===== src/rtl/game_pkg.sv =====
// Shared types for the PACMAN game sequencer: round FSM states, the display
// state codes and the 10-bit screen coordinate type.
package game_pkg;

  typedef enum logic [2:0] {
    FSM_IDLE  = 3'd0,
    FSM_READY = 3'd1,
    FSM_PLAY  = 3'd2,
    FSM_DYING = 3'd3,
    FSM_WIN   = 3'd4,
    FSM_OVER  = 3'd5
  } fsm_e;

  localparam logic [1:0] ST_IDLE = 2'b00;
  localparam logic [1:0] ST_PLAY = 2'b01;
  localparam logic [1:0] ST_WIN  = 2'b10;
  localparam logic [1:0] ST_OVER = 2'b11;

  typedef logic [9:0] coord_t;

  function automatic coord_t abs_diff(input coord_t a, input coord_t b);
    return (a >= b) ? (a - b) : (b - a);
  endfunction

  // READY shares the IDLE display code and DYING shares the PLAY code.
  function automatic logic [1:0] state_code(input fsm_e s);
    case (s)
      FSM_PLAY, FSM_DYING: return ST_PLAY;
      FSM_WIN:             return ST_WIN;
      FSM_OVER:            return ST_OVER;
      default:             return ST_IDLE;
    endcase
  endfunction

endpackage


===== src/rtl/tick_divider.sv =====
// Frame-tick divider: emits a one-cycle pulse every `limit` advancing ticks.
// The limit is captured on clear and at each wrap, so a change lands at the next wrap.
module tick_divider #(
  parameter int W = 4
) (
  input  logic         clk,
  input  logic         clrn,
  input  logic [W-1:0] limit,
  input  logic         clear,
  input  logic         frame_tick,
  output logic         pulse
);

  logic [W-1:0] cnt_q, cnt_d;
  logic [W-1:0] lim_q, lim_d;
  logic         pulse_q, pulse_d;

  always_comb begin
    cnt_d   = cnt_q;
    lim_d   = lim_q;
    pulse_d = 1'b0;
    if (clear) begin
      cnt_d = '0;
      lim_d = limit;
    end else if (frame_tick) begin
      if (cnt_q == lim_q - W'(1)) begin
        cnt_d   = '0;
        lim_d   = limit;
        pulse_d = 1'b1;
      end else begin
        cnt_d = cnt_q + W'(1);
      end
    end
  end

  always_ff @(posedge clk or negedge clrn) begin
    if (!clrn) begin
      cnt_q   <= '0;
      lim_q   <= '0;
      pulse_q <= 1'b0;
    end else begin
      cnt_q   <= cnt_d;
      lim_q   <= lim_d;
      pulse_q <= pulse_d;
    end
  end

  assign pulse = pulse_q;

endmodule


===== src/rtl/game_ctrl.sv =====
// PACMAN round sequencer: round FSM, move-step scheduling, collision, lives and score.
// Optional macro GAME_CTRL_SPEEDUP_EN halves the ghost step period while fewer than 64 dots remain.
module game_ctrl
  import game_pkg::*;
#(
  parameter int PAC_DIV      = 4,
  parameter int GHOST_DIV    = 5,
  parameter int READY_FRAMES = 120,
  parameter int DYING_FRAMES = 60,
  parameter int HIT_DIST     = 16,
  parameter int LIVES        = 3,
  parameter int DOT_POINTS   = 10
) (
  input  logic        clk,
  input  logic        clrn,
  input  logic        frame_tick,
  input  logic        start,
  input  logic [9:0]  pac_x,
  input  logic [9:0]  pac_y,
  input  logic [9:0]  ghost_x,
  input  logic [8:0]  ghost_y,
  input  logic        dot_eaten,
  input  logic [7:0]  dots_left,
  output logic [1:0]  state,
  output logic        pac_move_en,
  output logic        ghost_move_en,
  output logic        respawn,
  output logic [1:0]  lives,
  output logic [15:0] score,
  output logic        result,
  output logic [2:0]  dbg_fsm
);

  localparam int FRM_MAX = (READY_FRAMES > DYING_FRAMES) ? READY_FRAMES : DYING_FRAMES;
  localparam int FRM_W   = $clog2(FRM_MAX + 1);
  localparam int DIV_MAX = (PAC_DIV > GHOST_DIV) ? PAC_DIV : GHOST_DIV;
  localparam int DIV_W   = $clog2(DIV_MAX + 1);

  localparam logic [FRM_W-1:0] READY_LAST = FRM_W'(READY_FRAMES - 1);
  localparam logic [FRM_W-1:0] DYING_LAST = FRM_W'(DYING_FRAMES - 1);
  localparam logic [DIV_W-1:0] PAC_LIM    = DIV_W'(PAC_DIV);

  fsm_e              fsm_q, fsm_d;
  logic              start_q;
  logic [FRM_W-1:0]  frm_q, frm_d;
  logic [1:0]        lives_q, lives_d;
  logic [15:0]       score_q, score_d;
  logic              result_q, result_d;
  logic [1:0]        state_q, state_d;
  logic              respawn_q, respawn_d;

  logic              start_rise;
  logic              hit;
  logic              play_step;
  logic              enter_ready;
  logic              new_game;
  logic [16:0]       score_sum;
  logic [DIV_W-1:0]  ghost_limit;
  coord_t            dx, dy;

  assign start_rise = start & ~start_q;
  assign dx         = abs_diff(pac_x, ghost_x);
  assign dy         = abs_diff(pac_y, coord_t'({1'b0, ghost_y}));
  assign hit        = (int'(dx) < HIT_DIST) && (int'(dy) < HIT_DIST);
  assign score_sum  = {1'b0, score_q} + 17'(DOT_POINTS);

  // Dividers only advance on PLAY ticks that neither win nor kill.
  assign play_step   = (fsm_q == FSM_PLAY) && frame_tick && (dots_left != 8'd0) && !hit;
  assign enter_ready = (fsm_d == FSM_READY) && (fsm_q != FSM_READY);
  assign new_game    = enter_ready && (fsm_q != FSM_DYING);

`ifdef GAME_CTRL_SPEEDUP_EN
  localparam int GHOST_FAST = (GHOST_DIV / 2 >= 1) ? GHOST_DIV / 2 : 1;
  assign ghost_limit = (dots_left < 8'd64) ? DIV_W'(GHOST_FAST) : DIV_W'(GHOST_DIV);
`else
  assign ghost_limit = DIV_W'(GHOST_DIV);
`endif

  always_ff @(posedge clk or negedge clrn) begin
    if (!clrn) fsm_q <= FSM_IDLE;
    else       fsm_q <= fsm_d;
  end

  always_comb begin
    fsm_d = fsm_q;
    case (fsm_q)
      FSM_IDLE, FSM_WIN, FSM_OVER: if (start_rise) fsm_d = FSM_READY;
      FSM_READY: if (frame_tick && frm_q == READY_LAST) fsm_d = FSM_PLAY;
      FSM_PLAY: begin
        if (frame_tick) begin
          if (dots_left == 8'd0) fsm_d = FSM_WIN;
          else if (hit)          fsm_d = FSM_DYING;
        end
      end
      FSM_DYING: begin
        if (frame_tick && frm_q == DYING_LAST)
          fsm_d = (lives_q == 2'd0) ? FSM_OVER : FSM_READY;
      end
      default: fsm_d = FSM_IDLE;
    endcase
  end

  always_comb begin
    frm_d     = frm_q;
    lives_d   = lives_q;
    score_d   = score_q;
    result_d  = result_q;
    state_d   = state_code(fsm_d);
    respawn_d = enter_ready;

    if (fsm_d != fsm_q)
      frm_d = '0;
    else if (frame_tick && (fsm_q == FSM_READY || fsm_q == FSM_DYING))
      frm_d = frm_q + FRM_W'(1);

    if (new_game) begin
      lives_d  = 2'(LIVES);
      score_d  = 16'd0;
      result_d = 1'b0;
    end else begin
      if (fsm_q == FSM_PLAY && fsm_d == FSM_DYING) lives_d = lives_q - 2'd1;
      if (fsm_q == FSM_PLAY && dot_eaten)
        score_d = score_sum[16] ? 16'hFFFF : score_sum[15:0];
      if (fsm_q == FSM_PLAY && fsm_d == FSM_WIN)   result_d = 1'b1;
      if (fsm_q == FSM_DYING && fsm_d == FSM_OVER) result_d = 1'b0;
    end
  end

  always_ff @(posedge clk or negedge clrn) begin
    if (!clrn) begin
      start_q   <= 1'b0;
      frm_q     <= '0;
      lives_q   <= 2'd0;
      score_q   <= 16'd0;
      result_q  <= 1'b0;
      state_q   <= ST_IDLE;
      respawn_q <= 1'b0;
    end else begin
      start_q   <= start;
      frm_q     <= frm_d;
      lives_q   <= lives_d;
      score_q   <= score_d;
      result_q  <= result_d;
      state_q   <= state_d;
      respawn_q <= respawn_d;
    end
  end

  tick_divider #(.W(DIV_W)) u_pac_div (
    .clk        (clk),
    .clrn       (clrn),
    .limit      (PAC_LIM),
    .clear      (enter_ready),
    .frame_tick (play_step),
    .pulse      (pac_move_en)
  );

  tick_divider #(.W(DIV_W)) u_ghost_div (
    .clk        (clk),
    .clrn       (clrn),
    .limit      (ghost_limit),
    .clear      (enter_ready),
    .frame_tick (play_step),
    .pulse      (ghost_move_en)
  );

  assign state   = state_q;
  assign lives   = lives_q;
  assign score   = score_q;
  assign result  = result_q;
  assign respawn = respawn_q;
  assign dbg_fsm = fsm_q;

endmodule


===== config.mk =====
export PLATFORM = sky130hd
export DESIGN_NAME = game_ctrl
export DESIGN_NICKNAME = d
export VERILOG_FILES = /design/src/rtl/game_pkg.sv /design/src/rtl/tick_divider.sv /design/src/rtl/game_ctrl.sv
export SDC_FILE = /design/constraint.sdc
export NUM_CORES = 1
export LEC_CHECK = 0
export BUFFER_PORTS_ARGS = -buffer_cell sky130_fd_sc_hd__buf_2
export CAP_MARGIN = 15
export CORE_ASPECT_RATIO = 1.25
export CORE_MARGIN = 1
export CORE_UTILIZATION = 50
export CTS_CLUSTER_SIZE = 28
export DETAILED_ROUTE_END_ITERATION = 8
export PLACE_DENSITY_LB_ADDON = 0.08
export SETUP_SLACK_MARGIN = 0.02
export SYNTH_ARGS = -nofsm -noshare
export SYNTH_HDL_FRONTEND = slang
export SYNTH_HIERARCHICAL = 1
export SYNTH_SLANG_ARGS = --single-unit

===== constraint.sdc =====
create_clock -name clk -period 2.9 [get_ports clk]
set_input_delay 0.29 -clock clk [delete_from_list [all_inputs] [get_ports clk]]
set_output_delay 0.29 -clock clk [all_outputs]
set_load 0.01 [all_outputs]

==> flow_metrics.tcl, run 1 <==
set metrics [dict create \
    finalSetupViolations 15 \
    final_antenna_net_count 0 \
    async_flop_share_pct 100 \
    path_max_fanout 6 \
    period_share_pct 110 \
    dr.pass1.iters 4 \
    cts_root_buffer "clkbuf_8" \
    instances_no_fill 733 \
    maxCapViolCount 0 \
    ys_seq_area_share_pct 28.3 \
    synth.avg_cell_area_um2 8.72 \
    diodes 0 \
    hp-class "input port to async pin" \
    grt_pass1_vias 4070 \
    crit_required_ps 3100 \
    critical-path-slowest-cell "or4_4" \
    numPortBuffers 78 \
    syn_to_final_growth_pct 42.5 \
    dieArea_um2 8670 \
    max_slew_margin_pct 54.8 \
    grt_pass1_wl_um 17700 \
    met1_usage_pct 28.2 \
    cts_sinks 47 \
    whs_ps 6.92 \
    cts_tree "built" \
    clock.fmax_ghz 0.315 \
    worstMarginPinSlew_ps 677 \
    vdd_drop_max_v 0.000449 \
    status "finished with violations" \
    wl_per_cell_um 14.6 \
    reg2regPathDepth 10 \
    place_congestion 0.864 \
    fin_skew_ps 5.70 \
    gr-usage-all-layers_pct 24.6 \
    violations "negative setup slack" \
    cp_top_family "simple AND/OR/NAND/NOR gates" \
    critPathLaunchType "input port" \
    synth_common_cells "inv_1 (58), dfrtp_1 (47), ha_1 (44)" \
    io_pins 79 \
    cts-hold-fix-buffers 0 \
    yosysMostFrequentCell "inv_1" \
    fin_nets 733 \
    grt_max_degree 31 \
    critPathKind "input port to register" \
    hold_violations 0 \
    coreArea_um2 7930 \
    final.setup.worst_slack_ps -278 \
    die_h_um 104 \
    cp_data_arrival_time_ps 3380 \
    die_x_um 83.5 \
    wirelength_um 10700 \
    clock_path_buffers 2 \
    synth_edf_count 0 \
    worstSetupPathDepth 17 \
    critPathBufInv 5 \
    fin_util_pct 74.6 \
    remaining_drc_errors 0 \
    num_rows 36 \
    end_kind "register" \
    netlist_area_um2 4150 \
    viasPerCell 5.47 \
    drv_slew 0 \
    yosysUniqueCellTypes 67 \
    fin_area_um2 5910 \
    cts_max_level 2 \
    numCtsBuffers 5 \
    clk_latency_ps 310 \
    max_stage_delay_ps 510 \
    cp_common_cell "buf_6" \
    place_inst 711 \
    yosys.area.top_type_share_pct 28.3 \
    yosys_warnings 6 \
    period_minus_slack_ps 3180 \
    drive_above_1_share_pct 42.2 \
    clkTransAtPathRegs_ps 80 \
    critical_path.cell_chain "buf_6 -> inv_2 -> ha_4 -> and4_1 -> a211o_1 -> o32ai_4 -> buf_4 -> o21ai_2 -> xnor2_1 -> or4_4 -> nor4b_4 -> nor2_2 -> a2111oi_4 -> buf_6 -> buf_8 -> nor2_4 -> a31o_2" \
    grt_use_met3_pct 2.39 \
    synth_top_cell_by_area "dfrtp_1" \
    yosys_most_used_dff "dfrtp_1" \
    grtUsageMet2_pct 46.1 \
    leakagePower_uw 0.00299 \
    synth-seq-cells 47 \
    start_util_pct 52.3 \
    syn_inst 476 \
    vias 4006 \
    top_usage_layer "met2" \
    overflow 0 \
    p_per_area_nw_per_um2 492 \
    place_area_um2 5240 \
    yosys-top-cells-area "dfrtp_1 (28%), ha_1 (13%), inv_1 (5.2%)" \
    antenna_found_initial 0 \
    first_iter_violations 80 \
    rsz0062_at_grt "true" \
    dp_hpwl_um 7850 \
]
==> state kept, by name, indices dropped and copies added, names as in the netlist <==
register,flops
score,16
frm_q,7
dbg_fsm,3
u_ghost_div/cnt_q,3
u_ghost_div/lim_q,3
u_pac_div/cnt_q,3
u_pac_div/lim_q,3
lives,2
state,2
respawn,1
result,1
start_q,1
u_ghost_div/pulse,1
u_pac_div/pulse,1
==> cell usage in the layout (no fill, tap or decap), drive strengths merged, types with 5 or more instances in the layout <==
| cell type | netlist | final |
|---|---|---|
| mux2 | 6 | 6 |
| clkbuf | 8 | 7 |
| nor2 | 30 | 30 |
| xor2 | 14 | 14 |
| and3 | 5 | 5 |
| nand3 | 19 | 19 |
| nand2 | 30 | 30 |
| nor2b | 11 | 11 |
| xnor2 | 14 | 14 |
| buf | 7 | 164 |
| mux2i | 7 | 7 |
| or2 | 6 | 6 |
| o21ai | 21 | 21 |
| conb | 2 | 6 |
| dfrtp | 47 | 47 |
| a21o | 6 | 6 |
| a31o | 5 | 5 |
| nor3 | 8 | 8 |
| nor3b | 10 | 10 |
| a21oi | 39 | 39 |
| ha | 44 | 44 |
| inv | 58 | 58 |
| nand4 | 9 | 9 |
==> cells by family after synthesis <==
family	Yosys count	share of synthesized area [%]
flip-flops	47	28.3
AO/OA/AOI/OAI	120	21.0
AND/OR/NAND/NOR	147	19.2
multiplexers	13	3.32
other	2	0.181
XOR/XNOR	30	7.00
adder cells (fa/ha/maj)	44	13.3
buffers and inverters	73	7.69
==> area by class of cell <==
class	instances	area (µm²)
clock buffer	6	82.6
clock inverter	2	35.0
fill	592	2010
inverter	58	228
multi-input combinational	360	3110
sequential	47	1180
tap	95	119
timing repair buffer	165	1170
==> metrics by stage <==
step	TNS, ps	setup slack [ps]	power (µW)
6_report	-3210	-278	2910
3_3_place_gp	-17010	-695	2120
2_1_floorplan	-11390	-765	1760
4_1_cts	-2580	-235	2850
5_1_grt	-5790	-406	3110
3_5_place_dp	-18990	-767	2170
==> report_power, final <==
part | internal (µW) | total [µW] | switching [µW]
logic | 748 | 1450 | 706
clock network | 279 | 503 | 224
registers | 805 | 951 | 146
total | 1830 | 2910 | 1080
==> final timing paths <==
| path | slack (ps) | endpoint | start |
|---|---|---|---|
| setup / recovery | -280 | u_pac_div/cnt_q[0]$_DFFE_PN0P_ | pac_y[3] |
| hold / removal | 7 | frm_q[3]$_DFFE_PN0P_ | clrn |
| setup reg to reg | 300 | u_ghost_div/lim_q[0]$_DFFE_PN0P_ | frm_q[0]$_DFFE_PN0P_ |
| hold reg to reg | 520 | u_pac_div/lim_q[1]$_DFFE_PN0P_ | u_pac_div/lim_q[1]$_DFFE_PN0P_ |
| max in group asynchronous | 2180 | u_pac_div/cnt_q[1]$_DFFE_PN0P_ | clrn |
| min in group clk | 120 | start_q$_DFF_PN0_ | start |
==> per-layer routing <==
layer,vias up,routed length (µm),share of wire (%)
li1,2001,-,-
met1,1894,4450,41
met3,25,315,2.9
met5,-,0,0
met2,86,5690,53
met4,0,273,2.5
==> repair_timing <==
action,4_1_cts,5_1_grt
pin swaps,16,22
cloned,2,1
setup buffers,5,7
endpoints found under the setup margin,34,41
resized for setup,45,30
No activity file was read; power rests on OpenSTA's default activity.
==> run 2: changes to the inputs <==
--- a/config.mk
+++ b/config.mk
@@ -9,7 +9,7 @@
 export CAP_MARGIN = 15
 export CORE_ASPECT_RATIO = 1.25
 export CORE_MARGIN = 1
-export CORE_UTILIZATION = 50
+export CORE_UTILIZATION = 51
 export CTS_CLUSTER_SIZE = 28
 export DETAILED_ROUTE_END_ITERATION = 8
 export PLACE_DENSITY_LB_ADDON = 0.08
==> flow_metrics.tcl, run 2 (synthesis results as in run 1) <==
set metrics [dict create \
    dr.pass1.iters 4 \
    final_common_cell "buf_4" \
    period_minus_slack_ps 3170 \
    place_area_um2 5230 \
    violations "negative setup slack" \
    cts_tree "built" \
    rsz0062_at_grt "true" \
    num_rows 36 \
    wirelength_um 10600 \
    dp_hpwl_um 7670 \
    switching_share_pct 38.5 \
    cp_top_family "compound AO/OA/AOI/OAI gates" \
    fin_area_um2 5780 \
    critPathLaunchType "input port" \
    first_iter_violations 79 \
    largest_register_ffs 16 \
    hold_violations 0 \
    worstSetupPathDepth 18 \
    final_antenna_net_count 0 \
    drv_slew 0 \
    worstMarginPinSlew_ps 552 \
    io_pins 79 \
    dieArea_um2 8500 \
    path_max_fanout 8 \
    vias 4020 \
    grt_pass1_vias 3879 \
    critPathKind "input port to register" \
    place_congestion 0.922 \
    final.setup.worst_slack_ps -267 \
    cts_root_buffer "clkbuf_8" \
    clock_path_buffers 2 \
    clk_latency_ps 310 \
    reg2regPathDepth 8 \
    seq_power_share_pct 34.6 \
    fin_nets 728 \
    leakagePower_uw 0.00293 \
    cts_max_level 2 \
    max_stage_delay_ps 530 \
    numCtsBuffers 5 \
    p_clk_share_pct 14.9 \
    grt_pass1_wl_um 16900 \
    hp-class "input port to register" \
    antenna_found_initial 0 \
    numPortBuffers 78 \
    max_slew_margin_pct 63.1 \
    die_x_um 82.7 \
    crit_required_ps 3110 \
    gr-usage-all-layers_pct 25.6 \
    fin_skew_ps 14.7 \
    p_comb_share_pct 50.5 \
    maxCapViolCount 0 \
    critPathBufInv 5 \
    p_per_area_nw_per_um2 479 \
    critical-path-slowest-cell "or4_4" \
    coreArea_um2 7840 \
    status "finished with violations" \
    fin_util_pct 73.7 \
    layout_common_cells "buf_4 (74), buf_2 (73), inv_1 (49)" \
    syn_to_final_growth_pct 39.3 \
    finalSetupViolations 14 \
    period_share_pct 109 \
    overflow 0 \
    p_int_uw 1700 \
    critical_path.cell_chain "buf_8 -> inv_4 -> ha_4 -> nor2b_4 -> o211ai_1 -> buf_4 -> a21oi_4 -> o21bai_1 -> a21o_1 -> a2bb2oi_2 -> or4_4 -> nor4b_4 -> nor2_2 -> a2111oi_4 -> buf_6 -> buf_8 -> nor2_2 -> a31o_2" \
    vdd_drop_max_v 0.000516 \
    p_sw_uw 1060 \
    drive_above_1_share_pct 39.3 \
    grt_max_degree 48 \
    holdPathStages 1 \
    remaining_drc_errors 0 \
    clkTransAtPathRegs_ps 100 \
    diodes 0 \
    end_kind "register" \
    wl_per_cell_um 14.5 \
    cp_data_arrival_time_ps 3370 \
    die_h_um 103 \
    cts_sinks 47 \
    clock.fmax_ghz 0.316 \
    start_util_pct 52.9 \
    viasPerCell 5.52 \
]
-- run 2: changes by cell type in the layout (fill, tap and decap cells not counted), sizes merged --
cell	delta
bufinv	-1
clkinv	-1
buf	-6
clkinvlp	+2
dlygate4sd3	+1
inv	+1
clkbuf	-1
-- run 2: final timing paths --
path | start | to | slack [ps]
max | pac_y[1] | u_pac_div/cnt_q[0]$_DFFE_PN0P_ | -270
min | start | start_q$_DFF_PN0_ | 120
max reg2reg | dbg_fsm[2]$_DFF_PN0_ | score[14]$_DFFE_PN0P_ | 330
min reg2reg | u_pac_div/lim_q[1]$_DFFE_PN0P_ | u_pac_div/lim_q[1]$_DFFE_PN0P_ | 520
max in group asynchronous | clrn | lives[0]$_DFFE_PN0P_ | 2070
min in group asynchronous | clrn | state[0]$_DFF_PN0_ | 360
-- run 2: cell type report --
class	count	area, µm²
clock buffer	5	68.8
clock inverter	3	23.8
fill	627	2060
inverter	58	228
multi-input combinational	360	3040
sequential	47	1180
tap	95	119
timing repair buffer	160	1120
-- run 2: routing by layer --
layer	vias up	GRT usage, %	wire, µm	part of all wire [%]
li1	1987	-	-	-
met1	1923	28.0	4270	40
met2	89	49.5	5730	54
met3	21	2.92	335	3.2
met4	0	9.15	239	2.3
met5	-	0	0	0
-- run 2: metrics by stage --
| stage | total power (µW) | instances | worst slack, ps | hold slack [ps] | setup TNS (ps) |
|---|---|---|---|---|---|
| 3_5_place_dp | 2170 | 710 | -693 | 438 | -17600 |
| 3_3_place_gp | 2120 | 710 | -624 | 434 | -15790 |
| 6_report | 2770 | 728 | -267 | 122 | -3010 |
| 5_1_grt | 2960 | 728 | -410 | 113 | -6880 |
| 4_1_cts | 2710 | 721 | -231 | 116 | -2540 |
| 2_1_floorplan | 1760 | 480 | -765 | -5.59 | -11390 |
-- run 2: what timing repair did --
| item | in CTS | in global routing |
|---|---|---|
| buffers inserted | 2 | 6 |
| hold buffers | 0 | 1 |
| endpoints found under the hold margin | 0 | 7 |
| setup endpoints to repair | 34 | 39 |
| cloned | 1 | 1 |
| resized for setup | 44 | 19 |
| pin swaps | 12 | 11 |
-- run 2: power groups by stage --
stage	sequential [µW]	combinational, µW	clock [µW]
2_1_floorplan	957	798	0
3_3_place_gp	958	1160	0
3_5_place_dp	963	1210	0
4_1_cts	954	1340	422
5_1_grt	982	1530	453
6_report	958	1400	411
-- run 2: worst reg2reg max path, cell delays in order, from the launching register on --
cell and delay (ps):
dfrtp_1 470, nand2b_1 190, nor2_1 280, nand2_1 220
nor3_1 390, nand2_1 150, or3_1 420, nor3_1 260
a211oi_2 80
